### config.mk
export PLATFORM = sky130hd
export DESIGN_NAME = imem_fetch_ctrl
export DESIGN_NICKNAME = d
export VERILOG_FILES = /design/src/rtl/imem_fetch_ctrl.sv
export SDC_FILE = /design/constraint.sdc
export NUM_CORES = 1
export LEC_CHECK = 0
export ABC_AREA = 1
export BUFFER_PORTS_ARGS = -buffer_cell sky130_fd_sc_hd__buf_4
export CORE_MARGIN = 3
export CORE_UTILIZATION = 48
export CTS_CLUSTER_DIAMETER = 120
export CTS_CLUSTER_SIZE = 8
export DETAILED_ROUTE_END_ITERATION = 8
export GPL_TIMING_DRIVEN = 0
export HOLD_SLACK_MARGIN = 0.12
export PLACE_DENSITY = 0.91
export SLEW_MARGIN = 20
export SYNTH_ARGS = -nofsm -noshare
export SYNTH_HDL_FRONTEND = slang
export SYNTH_SLANG_ARGS = --single-unit
### constraint.sdc
create_clock -name clk -period 1.95 [get_ports clk]
set_clock_uncertainty 0.15 [all_clocks]
set_input_delay 0.195 -clock clk [delete_from_list [all_inputs] [get_ports clk]]
set_output_delay 0.195 -clock clk [all_outputs]
set_load 0.005 [all_outputs]
### src/rtl/imem_fetch_ctrl.sv
// Fetch-stage sequencer for a variable-latency instruction memory using a req/ack handshake.
// It drives StallF/StallD/FlushD so that the PC and IF/ID registers advance only on valid words.
module imem_fetch_ctrl #(
    parameter int          TIMEOUT = 255,
    parameter int          CW      = 8,
    parameter logic [31:0] NOP     = 32'h0000_0013
) (
    input  logic        clk,
    input  logic        reset,
    input  logic [31:0] PCF,
    input  logic        PCSrcD,
    input  logic        HazStallD,
    input  logic        ImemAck,
    input  logic [31:0] ImemRData,
    output logic        ImemReq,
    output logic [31:0] ImemAddr,
    output logic [31:0] InstrF,
    output logic        InstrValidF,
    output logic        StallF,
    output logic        StallD,
    output logic        FlushD,
    output logic        FetchFault
);

    typedef enum logic [2:0] {
        IDLE,
        REQ,
        HOLD,
        DISCARD,
        FAULT
    } fetchStateT;

    fetchStateT    state, stateNext;
    logic [31:0]   addrReg;
    logic [31:0]   holdBuf;
    logic [CW-1:0] waitCnt;
    logic          faultReg;

    logic          flushReq;
    logic          stallDEn;
    logic          loadBuf;
    logic          cntClr;
    logic          cntInc;
    logic          setFault;
    logic          timeoutHit;

    // The wait that would bring the count up to TIMEOUT is the last one allowed.
    assign timeoutHit = (waitCnt == CW'(TIMEOUT - 1));

    // NOTE: every signal written here gets a default first, so no path leaves one unassigned and no latch is inferred.
    always_comb begin
        stateNext   = state;
        ImemReq     = 1'b0;
        StallF      = 1'b1;
        flushReq    = 1'b1;
        stallDEn    = 1'b1;
        InstrValidF = 1'b0;
        InstrF      = NOP;
        loadBuf     = 1'b0;
        cntClr      = 1'b0;
        cntInc      = 1'b0;
        setFault    = 1'b0;

        case (state)
            IDLE: begin
                if (PCSrcD) begin
                    // A taken branch in Decode: let the PC load the target and fetch from there next cycle.
                    StallF = 1'b0;
                end else begin
                    stateNext = REQ;
                    cntClr    = 1'b1;
                end
            end

            REQ: begin
                ImemReq = 1'b1;
                if (PCSrcD) begin
                    StallF = 1'b0;
                    if (ImemAck) begin
                        stateNext = IDLE;
                    end else begin
                        stateNext = DISCARD;
                        cntClr    = 1'b1;
                    end
                end else if (ImemAck) begin
                    InstrF      = ImemRData;
                    InstrValidF = 1'b1;
                    flushReq    = 1'b0;
                    if (HazStallD) begin
                        loadBuf   = 1'b1;
                        stateNext = HOLD;
                    end else begin
                        StallF    = 1'b0;
                        stateNext = IDLE;
                    end
                end else if (timeoutHit) begin
                    setFault  = 1'b1;
                    stateNext = FAULT;
                end else begin
                    cntInc = 1'b1;
                end
            end

            HOLD: begin
                if (PCSrcD) begin
                    StallF    = 1'b0;
                    stateNext = IDLE;
                end else begin
                    InstrF      = holdBuf;
                    InstrValidF = 1'b1;
                    flushReq    = 1'b0;
                    if (!HazStallD) begin
                        StallF    = 1'b0;
                        stateNext = IDLE;
                    end
                end
            end

            DISCARD: begin
                // The wrong-path word is still owed by the memory; keep the request up and drop it on arrival.
                ImemReq = 1'b1;
                if (ImemAck) begin
                    stateNext = IDLE;
                end else if (timeoutHit) begin
                    setFault  = 1'b1;
                    stateNext = FAULT;
                end else begin
                    cntInc = 1'b1;
                end
            end

            FAULT: begin
                stallDEn = 1'b0;
            end

            default: begin
                stateNext = IDLE;
            end
        endcase
    end

    assign StallD     = stallDEn & HazStallD;
    assign FlushD     = flushReq & ~StallD;
    assign ImemAddr   = addrReg;
    assign FetchFault = faultReg;

    // NOTE: state registers use non-blocking assignments so every flop samples pre-edge values regardless of statement order.
    always_ff @(posedge clk) begin
        if (reset) begin
            state    <= IDLE;
            addrReg  <= '0;
            // NOTE: holdBuf is a single register, not a memory array, so it gets a defined reset value.
            holdBuf  <= NOP;
            waitCnt  <= '0;
            faultReg <= 1'b0;
        end else begin
            state <= stateNext;
            if (state == IDLE) begin
                addrReg <= PCF & 32'hFFFF_FFFC;
            end
            if (loadBuf) begin
                holdBuf <= ImemRData;
            end
            if (cntClr) begin
                waitCnt <= '0;
            end else if (cntInc) begin
                waitCnt <= waitCnt + CW'(1);
            end
            if (setFault) begin
                faultReg <= 1'b1;
            end
        end
    end

    noFlushWhileStalled : assert property (@(posedge clk) disable iff (reset) !(FlushD && StallD));
    addrWordAligned     : assert property (@(posedge clk) disable iff (reset) ImemAddr[1:0] == 2'b00);

endmodule

* Word-level counts from Yosys, hierarchy flattened
Index checks and enable logic that the tools add are counted.
** Operators by class
- Muxes and demuxes :: 42
- Eq/ne operators :: 7
- Add/subtract/negate cells :: 1
- Reductions and logical operators :: 4
- Bitwise logic cells :: 4
** Operators with widths (count)
- 2-to-1 mux 32 bit :: 3
- case mux 32 bit (2 select lines) :: 1
- 2-to-1 mux 1 bit :: 22
- 2-to-1 mux 3 bit :: 7
- case mux 3 bit (5 select lines) :: 1
- case mux 1 bit (2 select lines) :: 5
- adder 8 x 1 -> 8 bit, second input constant :: 1
- equality test 8 bit, second input constant :: 1
- equality test 3 x 2 -> 1 bit, second input constant :: 2
- 2-to-1 mux 2 bit :: 2
- OR reduction 2 bit :: 2
- equality test 3 x 1 -> 1 bit, second input constant :: 1
- equality test 3 bit, second input constant :: 1
- logical NOT 3 bit :: 1
- != test 3 bit, second input constant :: 1
- case mux 1 bit (3 select lines) :: 1
- AND reduction 3 bit :: 1
- AND 1 bit :: 2
- != test 2 bit, second input constant :: 1
- NOT 1 bit :: 2
** Word-level totals
- Output and inout bits :: 70
- Input port bits :: 69
- Word-level logic and storage cells :: 63
- Flip-flop bits (word level) :: 74

* Logic depth before layout (Yosys ltp)
Gate-level depths: netlist of the first run.
- Depth in word-level cells :: 5
- Depth in mapped cells :: 9
- Mapped depth without buffers :: 9

* Worst setup path after synthesis of the first run
OpenSTA, ideal clock, no wires.
- Kind :: register to output
- Start :: register state[2]
- End :: output port InstrF[0]
- Data required time :: 1.605 ns
- Path buffers :: 1
- Arrival time :: 1.146 ns
- Setup slack :: 0.459 ns
- Stages on the path, launching flop included :: 7
- Cells stage by stage :: dfxtp_1 -> nor2_4 -> nand2_2 -> nor2_4 -> buf_2 -> inv_1 -> o22a_1
** On the way
- Cells in the longest elaborated chain, start to end :: 2
- Elaborated cells between the ends (all ways) :: 3
- Classes of those cells :: 2 x eq/ne; 1 x mux
** RTL lines
- from (decl) :: line 33 : fetchStateT state, stateNext;
- from (signal assigned) :: line 157 : state <= stateNext;
- equality test 3 x 2 -> 1 bit / equality test 3 x 1 -> 1 bit (equally long branches) :: line 64 : case (state)
- case mux 32 bit (2 select lines) (*) :: line 64
- to (decl) :: line 17 : output logic [31:0] InstrF,
Mark *: on every way between the ends. The rest lies on a longest branch, timed or not.

* Worst setup path after layout of the first run
- Start :: register state[2]
- End :: output port FlushD
** On the way
- Cells in the longest elaborated chain, start to end :: 5
- Elaborated cells between the ends (all ways) :: 8
- Classes of those cells :: 3 x eq/ne; 2 x mux; 3 x bitwise
** RTL lines
- equality test 3 bit :: line 64
- 2-to-1 mux 1 bit :: line 64
- AND 1 bit :: line 142 : assign StallD = stallDEn & HazStallD;
- NOT 1 bit :: line 143 : assign FlushD = flushReq & ~StallD;
- AND 1 bit (*) :: line 143
- to (decl) :: line 21 : output logic FlushD,
Marks and branches as above.

==> summary.txt, run 1 <==
Critical path
  • Worst r2r path cells: 9
  • Worst R2R End: holdBuf[29]
  • Slack of the worst reg-to-reg path: between 0.15 and 0.2 ns
  • RR Startpoint: state[2]
  • CP Max Fanout: 4
  • Required time of the critical path: 1.60 ns
  • Crit Path Class: register to output pin
  • Arrival time at the worst endpoint: ~1.7 ns
  • Critical path endpoint category: output pin
  • Crit path launch type: register

STA
  • Setup_tns: -0.523 ns
  • Hold Fails Final Rpt: 0
  • Max-slew violations: 0
  • Max Freq: slightly below 500 MHz
  • Crit path time final: about 2.0 ns
  • Final worst slack: -0.0776 ns
  • Unrepaired setup endpoints after global routing: true
  • Finish-stage setup viols: 19
  • Period utilization: 1.04

Power and ir drop
  • Static Leakage: 2.39 nW
  • Max IR drop VDD: 0.463 mV
  • Overall power: 3.93 mW
  • Power Density: 730 nW/um2

Detailed routing
  • Wire per inst: 17.3 um
  • DRC: 0
  • Routed vias: 4168
  • Detailed Route Iter0 Violations: 370
  • DR pass1 iterations: 6
  • Post-route ant nets: 0
  • Vias per cell: 5.65
  • Final wirelength: 12800 um

Finish
  • P&R area growth vs syn: 65.2%
  • Commonest non-fill, non-tap cell in the layout: buf_4
  • Commonest cells after routing, fill and taps aside: 148 x buf_4, 84 x nand2_1, 71 x dfxtp_1
  • Fin nets: approximately 730
  • Diode count: 0
  • Ratio of cells with drive above 1 in the final layout: 0.295

Die
  • Die Span X: 88.4 um
  • Row count: 29
  • Die Area: 7810 um2
  • Core footprint: 6460 um2
  • Top Ports: 139
  • Die H: roughly 90 um
  • Initial core utilization: 0.504

Status
  • Failing checks: negative setup slack
  • Status: finished with violations

Min path
  • Endpoint, Worst Hold: state[0]
  • Critical hold path startpoint: PCSrcD
  • Hold Path Class: input pin to register
  • Worst hold path depth: 5

CTS
  • Clk pin slew, worst setup/hold paths: 0.08 ns
  • Clock root buffer: clkbuf_8
  • TritonCTS Buffers: 9
  • H-tree depth: 3
  • Clock buffer depth: 2
  • # clock sinks: 74
  • Worst-skew pair later-pin latency: approximately 0.34 ns
  • Clock tree from TritonCTS: yes

Logic synthesis
  • Register area share after synthesis: 0.455
  • Flops & latches, synth: 74
  • Synth Flop Type: dfxtp_1
  • Post-synth EDFFs: 0
  • Dominant cell type by area after synthesis: dfxtp_1
  • Synth top area share: 0.455
  • Post-Syn Area: 3260 um2
  • Post-synthesis async set-or-reset flop share: 0
  • Synth area leaders: dfxtp_1 46%, nand2_1 9.7%, nor2_1 8.0%, o21ai_0 6.5%, a22o_1 6.5%
  • Synth Area per Inst: 7.42 um2
  • Mapped Cells: 439
  • Yosys Warn Count: 0
  • Post-synth cell types: 25

GRT
  • GRT Util Overall: 0.327
  • Global-route wire length before repair: between 15000 and 20000 um
  • Initial antenna violation count: 0
  • Vias in the first global route: 4205
  • Remaining Overflow, GRT: 0
  • Largest net degree at the start of global routing: 13

Place
  • Placer Congestion: around 0.91
  • Port Buffers: 133
  • Post-detail-place hpwl: between 7000 and 8000 um

Run
  • Max Cap Violations: 0
routing by layer:
metal  wire (um)  vias up  global-route usage  share of wire
met3        1330       62              0.0782           0.10
met2        6340      302               0.591           0.50
met5           0        -                   0              0
met1        4530     1912               0.355           0.35
met4         566        0               0.163          0.044
li1            -     1892                   -              -
how the worst max path moves through the flow:
stage	cells after the start	to	from
final	8	FlushD	state[2]
after global routing	8	FlushD	state[2]
after CTS	7	InstrF[12]	state[1]
after detailed placement	6	InstrF[24]	state[0]
after global placement	6	InstrF[24]	state[0]
after floorplan	6	InstrF[0]	state[2]
Yosys cell counts, types with 3 or more instances:
master and count:
clkbuf_1 9, dfxtp_1 74, nand4_1 3, o22a_1 3
nand2_1 84, nor2_1 69, a21oi_1 41, inv_2 3
nor2_2 3, a22o_1 24, buf_2 10, inv_1 21
nand2_2 3, buf_4 7, nand3_1 29, o21ai_0 42
power breakdown:
part	internal (mW)	total, mW	leakage [nW]	switching, mW
clock network	0.844	1.43	0.116	0.581
logic	0.419	0.825	1.67	0.406
registers	1.61	1.67	0.608	0.0674
total	2.87	3.93	2.39	1.05
repair_timing:
| action | CTS | global route |
|---|---|---|
| setup buffers | 7 | 1 |
| endpoints found under the hold margin | 64 | 0 |
| gates resized for setup | 25 | 5 |
| setup endpoints to repair | 35 | 35 |
| pin swaps | 3 | 3 |
| hold buffers | 64 | 0 |
| gates cloned | 1 | 0 |
final cells by class:
type	instances	area, um2
timing repair buffer	206	1720
multi-input combinational	315	1570
sequential	74	1490
fill	337	1080
buffer	26	175
clock buffer	10	128
clock inverter	5	104
inverter	25	97.6
tap	77	96.3
registers in the layout (all words and copies together) (netlist names):
name        cells
holdBuf        32
waitCnt         8
ImemAddr       30
FetchFault      1
state           3
cells by family (layout without fill, tap and decap cells):
logic type,after synthesis,count (layout),share of synthesized area
other,1,2,0.00115
buffers and inverters,51,272,0.0711
adders and majority gates,2,2,0.00769
xor gates and xnor gates,3,3,0.00807
and+or+nand+nor,196,196,0.253
AOI/OAI and AO/OA,112,112,0.204
DFF,74,74,0.455
worst max-delay path: stages (launching register included):
cell     delay [ns]
dfxtp_2        0.36
nor2_4         0.17
nand2_2        0.09
nor2_4         0.15
buf_6          0.13
inv_2          0.05
nand2_1        0.14
nor2_1         0.09
buf_4          0.16
through the flow:
stage | area [um2] | utilization | hold WS [ns] | setup slack (ns) | std cells
finish | 5380 | 0.833 | 0.131 | -0.0776 | 738
global route | 5380 | 0.833 | 0.174 | -0.167 | 738
CTS | 5340 | 0.827 | 0.123 | -0.0198 | 737
detailed placement | 4350 | 0.674 | 0.268 | 0.00697 | 650
global placement | 4350 | 0.674 | 0.257 | 0.0958 | 650
floorplan | 3260 | - | 0.158 | 0.459 | 440
(Power assumes the default switching activity.)
==> inputs of run 2 (changes only) <==
--- a/config.mk
+++ b/config.mk
@@ -7,4 +7,5 @@
 export LEC_CHECK = 0
 export ABC_AREA = 1
+export ABC_CLOCK_PERIOD_IN_PS = 1950
 export BUFFER_PORTS_ARGS = -buffer_cell sky130_fd_sc_hd__buf_4
 export CORE_MARGIN = 3
@@ -16,4 +17,5 @@
 export HOLD_SLACK_MARGIN = 0.12
 export PLACE_DENSITY = 0.91
+export REMOVE_ABC_BUFFERS = 1
 export SLEW_MARGIN = 20
 export SYNTH_ARGS = -nofsm -noshare
==> constraint.sdc (replaced) <==
create_clock -name clk -period 1.95 [get_ports clk]
set_clock_uncertainty 0.15 [all_clocks]
set_input_delay 0.39 -clock clk [delete_from_list [all_inputs] [get_ports clk]]
set_output_delay 0.39 -clock clk [all_outputs]
set_load 0.005 [all_outputs]
==> run 2 against run 1 <==
Effect of this change:
- the run still ends with negative setup slack left
- non-clock buffer count is 64 lower
- clock-buffer cell count rose by 4
- sequential share of layout area is 2.3 points higher
- clock power shrank 9%
- worst setup slack worse by 0.15 ns
- largest power group unchanged
==> summary.txt, run 2 (synthesized netlist as in run 1, its figures left out) <==
Status
  • Failing checks: negative setup slack
  • Status: finished with violations

Min path
  • Worst hold path depth: 3
  • Hold Path Class: input pin to register

Power and ir drop
  • Internal power: 2.76 mW
  • Sw Pwr: 1.01 mW
  • Power Density: 756 nW/um2
  • Max IR drop VDD: 0.737 mV
  • Comb pwr share: 0.212
  • Clock share of power: 0.346
  • Seq pwr share: 0.442
  • Sw frac: 0.267
  • Static Leakage: 2.18 nW

Finish
  • Fin nets: 671
  • Layout Utilization: 0.770
  • Commonest non-fill, non-tap cell in the layout: buf_4
  • P&R area growth vs syn: 52.8%
  • Commonest cells after routing, fill and taps aside: 150 x buf_4, 82 x nand2_1, 71 x dfxtp_1
  • Fillers: 439
  • Diode count: 0
  • Ratio of cells with drive above 1 in the final layout: 0.349
  • Max reg flops: 32
  • Largest Register: holdBuf
  • Non-filler instance count after layout: 682

CTS
  • Clock tree from TritonCTS: yes
  • Clk pin slew, worst setup/hold paths: 0.07 ns
  • # clock sinks: between 70 and 80
  • TritonCTS Buffers: 9
  • H-tree depth: 3
  • Worst-skew pair later-pin latency: about 0.35 ns
  • Clock buffer depth: 2
  • Clock root buffer: clkbuf_8

STA
  • Max Freq: between 400 and 500 MHz
  • Max-slew violations: 0
  • Period utilization: 1.11
  • Finish-stage setup viols: 50
  • Setup_tns: -7.85 ns
  • Rel. slew slack: 0.494
  • Crit path time final: 2.17 ns
  • Hold Fails Final Rpt: 0
  • Final worst slack: -0.223 ns
  • Slew @ Worst Pin: 0.755 ns
  • Unrepaired setup endpoints after global routing: true

Detailed routing
  • DRC: 0
  • Detailed Route Iter0 Violations: 336
  • Final wirelength: 11700 um
  • Wire per inst: 17.2 um
  • Post-route ant nets: 0
  • DR pass1 iterations: 6
  • Vias per cell: around 5.6
  • Routed vias: 3851

Die
  • Top Ports: 139
  • Core footprint: 6460 um2
  • Die Span X: 88.4 um
  • Row count: 29
  • Die H: 88.4 um
  • Die Area: around 8000 um2
  • Initial core utilization: 0.504

GRT
  • Vias in the first global route: between 3000 and 4000
  • Global-route wire length before repair: 17200 um
  • GRT Util Overall: 0.280
  • Initial antenna violation count: 0
  • Remaining Overflow, GRT: 0
  • Largest net degree at the start of global routing: 42

Critical path
  • Required time of the critical path: 1.41 ns
  • Crit path launch type: register
  • Crit Path Class: register to output pin
  • CP Max Fanout: 5
  • Critical path endpoint category: output pin
  • Arrival time at the worst endpoint: 1.63 ns
  • Worst r2r path cells: 8

Place
  • Port Buffers: 134
  • Placed insts: 625
  • Post-detail-place hpwl: approximately 6400 um
  • Placer Congestion: just under 0.9

Run
  • Max Cap Violations: 0
## run 2: cell types whose count changed in the layout (fill, tap and decap cells not counted), sizes merged
cell         delta
buf             +2
bufinv          -1
clkbuf          -5
clkinv          -2
clkinvlp        +4
dlygate4sd3    -57
inv             -2
nand2           +2
nor2            +3
## run 2: repair_timing
| action | CTS | global route |
|---|---|---|
| pin swaps | 9 | 6 |
| endpoints found under the setup margin | 108 | 96 |
| hold endpoints to repair | 6 | 1 |
| cloned | 4 | 4 |
| setup buffers | 23 | 4 |
| hold buffers | 6 | 1 |
| resized for setup | 44 | 9 |
## run 2: final cells by class
| class | count | area [um2] | share of cell area |
|---|---|---|---|
| clock inverters | 2 | 60.1 | 0.0121 |
| repair buffers | 168 | 1360 | 0.274 |
| clock buffers | 14 | 153 | 0.0307 |
| repair inverters | 2 | 10.0 | 0.00201 |
| multi-input cells | 320 | 1670 | 0.335 |
| flip-flops and latches | 74 | 1490 | 0.300 |
| well taps | 77 | 96.3 | 0.0194 |
| inverters | 25 | 135 | 0.0272 |
## run 2: per-layer routing
layer	global-route usage	part of all wire	up-vias
met5	0	0	-
met4	0.128	0.033	0
met3	0.0838	0.12	36
met2	0.487	0.49	261
met1	0.315	0.36	1767
li1	-	-	1787
## run 2: through the flow
stage | total power, mW | worst slack [ns] | cell area, um2 | hold slack [ns]
5_1_grt | 3.90 | -0.329 | 4970 | 0.123
4_1_cts | 3.69 | -0.160 | 4880 | 0.120
6_report | 3.76 | -0.223 | 4970 | 0.120
2_1_floorplan | 1.93 | -0.158 | 3120 | 0.277
3_5_place_dp | 2.30 | -0.971 | 4230 | 0.292
3_3_place_gp | 2.28 | -0.973 | 4230 | 0.287
## run 2: final timing paths
kind / endpoint / slack [ns] / startpoint
worst max-delay path: StallF / -0.22 / state[1]
worst min-delay path: ImemAddr[22] / 0.12 / PCF[22]
worst max register to register: ImemAddr[6] / -0.22 / state[1]
worst min register to register: holdBuf[27] / 0.31 / holdBuf[27]
## run 2: power by group through the flow
stage / combinational [mW] / sequential (mW) / clock (mW)
floorplan: 0.237 / 1.69 / 0
global placement: 0.586 / 1.69 / 0
detailed placement: 0.604 / 1.69 / 0
CTS: 0.733 / 1.66 / 1.30
global route: 0.863 / 1.67 / 1.37
finish: 0.798 / 1.66 / 1.30
## run 2: critical path, cell delays in order (launching register included)
cell	delay, ns
dfxtp_4	0.37
nor2_4	0.15
buf_4	0.13
buf_6	0.09
inv_2	0.07
nor2_4	0.20
nand2_2	0.09
nand3_2	0.08
buf_4	0.11
==> inputs of run 3 (changes only) <==
==> constraint.sdc (replaced) <==
create_clock -name clk -period 1.95 [get_ports clk]
set_clock_uncertainty 0.15 [all_clocks]
set_input_delay 0.2925 -clock clk [delete_from_list [all_inputs] [get_ports clk]]
set_output_delay 0.2925 -clock clk [all_outputs]
set_load 0.005 [all_outputs]
==> run 3 against run 2 <==
Effect of this change:
- the flow still finishes with violations (negative setup slack)
- maximum frequency rose by 3.3%
- worst setup slack improved by 0.070 ns
- first-iteration DRC count up 74%
- total power rose by 6.1%
- routed wire length up 31%
- sequential power barely moved
- combinational power increased by 20%
- global-route usage up 8.2 points
- via count up 17%
- largest power group unchanged
- highest routed layer unchanged
==> summary.txt, run 3 (synthesized netlist as in run 1, its figures left out) <==
GRT
  • Global-route wire length before repair: 21500 um
  • Vias in the first global route: 4343
  • GRT Util Overall: 0.362
  • Remaining Overflow, GRT: 0
  • Initial antenna violation count: 0
  • Largest net degree at the start of global routing: between 40 and 50

Place
  • Placed inst area: 4230 um2
  • Post-detail-place hpwl: around 6400 um
  • Placer Congestion: 0.894
  • Placed insts: about 630
  • Port Buffers: 134

Die
  • Initial core utilization: 0.504
  • Die H: 88.4 um
  • Core footprint: 6460 um2
  • Die Area: 7810 um2
  • Row count: 29
  • Die Span X: about 88 um
  • Top Ports: 139

Finish
  • Fillers: approximately 310
  • Fin nets: 724
  • Finished Cell Area: 5550 um2
  • Commonest cells after routing, fill and taps aside: 149 x buf_4, 81 x nand2_1, 71 x dfxtp_1
  • Diode count: 0
  • Non-filler instance count after layout: 735
  • Largest Register: holdBuf
  • Max reg flops: 32
  • P&R area growth vs syn: 70.5%
  • Commonest non-fill, non-tap cell in the layout: buf_4
  • Ratio of cells with drive above 1 in the final layout: 0.325

Detailed routing
  • DRC: 0
  • Detailed Route Iter0 Violations: 586
  • Vias per cell: 6.15
  • Final wirelength: roughly 15000 um
  • Wire per inst: 20.8 um
  • Post-route ant nets: 0
  • DR pass1 iterations: 7
  • Routed vias: 4521

Critical path
  • Critical path endpoint category: output pin
  • Required time of the critical path: 1.51 ns
  • CP Max Fanout: 14
  • Crit path launch type: register
  • Crit Path Class: register to output pin
  • Arrival time at the worst endpoint: 1.66 ns

STA
  • Period utilization: 1.08
  • Slew @ Worst Pin: 0.608 ns
  • Final worst slack: -0.153 ns
  • Hold Slack: 0.138 ns
  • Setup_tns: -3.63 ns
  • Max-slew violations: 0
  • Rel. slew slack: 0.594
  • Hold Fails Final Rpt: 0
  • Unrepaired setup endpoints after global routing: true
  • Finish-stage setup viols: 35
  • Crit path time final: 2.10 ns
  • Max Freq: 476 MHz

CTS
  • TritonCTS Buffers: 9
  • # clock sinks: between 70 and 80
  • Clock tree from TritonCTS: yes
  • Clock root buffer: clkbuf_8
  • Worst-skew pair later-pin latency: roughly 0.35 ns
  • Clock buffer depth: 2
  • Clk pin slew, worst setup/hold paths: 0.09 ns
  • H-tree depth: 3

Min path
  • Hold Path Class: input pin to register

Power and ir drop
  • Max IR drop VDD: 0.600 mV
  • Static Leakage: 2.42 nW
  • Power Density: 719 nW/um2
  • Overall power: 3.99 mW

Status
  • Failing checks: negative setup slack
  • Status: finished with violations

Run
  • Max Cap Violations: 0
==> run 3: critical path, stage by stage (launching register included) <==
cell and delay (ns):
dfxtp_4 0.37, nor2_4 0.16, nand2_4 0.10, buf_12 0.13, nor2_4 0.10, buf_12 0.15, a22o_1 0.17, buf_4 0.13
==> run 3: timing repair <==
action / in CTS / in global routing
endpoints found under the hold margin: 58 / 0
endpoints found under the setup margin: 107 / 90
cloned: 6 / 3
hold buffers: 58 / 0
gates resized for setup: 40 / 25
pin swaps: 9 / 8
buffers inserted: 21 / 6
==> run 3: path summary, 6_finish.rpt <==
kind | startpoint | to | slack, ns | depth (start not counted)
setup / recovery | state[2] | InstrF[5] | -0.15 | 7
hold / removal | ImemRData[24] | holdBuf[24] | 0.14 | 3
setup reg to reg | waitCnt[0] | waitCnt[2] | -0.01 | 9
hold reg to reg | FetchFault | FetchFault | 0.32 | 2
==> run 3: routing by layer <==
metal | up-vias | GRT usage | part of all wire
li1 | 1892 | - | -
met4 | 0 | 0.207 | 0.073
met2 | 439 | 0.638 | 0.47
met5 | - | 0 | 0
met3 | 131 | 0.0922 | 0.12
met1 | 2059 | 0.391 | 0.33
==> run 3: area by class of cell <==
| cell class | count | area (um2) | share of cell area |
|---|---|---|---|
| inverters | 25 | 138 | 0.0248 |
| well taps | 77 | 96.3 | 0.0174 |
| repair inverters | 2 | 15.0 | 0.00270 |
| clock buffers | 14 | 153 | 0.0275 |
| repair buffers | 221 | 1900 | 0.343 |
| clock inverters | 2 | 60.1 | 0.0108 |
| multi-input cells | 320 | 1690 | 0.305 |
| flip-flops and latches | 74 | 1490 | 0.269 |
==> run 3: per-stage QoR <==
stage          setup WS (ns)  utilization
2_1_floorplan         -0.147            -
3_3_place_gp          -0.875        0.654
3_5_place_dp          -0.873        0.654
4_1_cts              -0.0768        0.830
5_1_grt               -0.200        0.860
6_report              -0.153        0.860
==> run 3: where the power goes <==
group	switching [mW]	internal (mW)	leakage, nW
registers	0.0723	1.61	0.608
clock network	0.593	0.761	0.105
logic	0.488	0.470	1.71
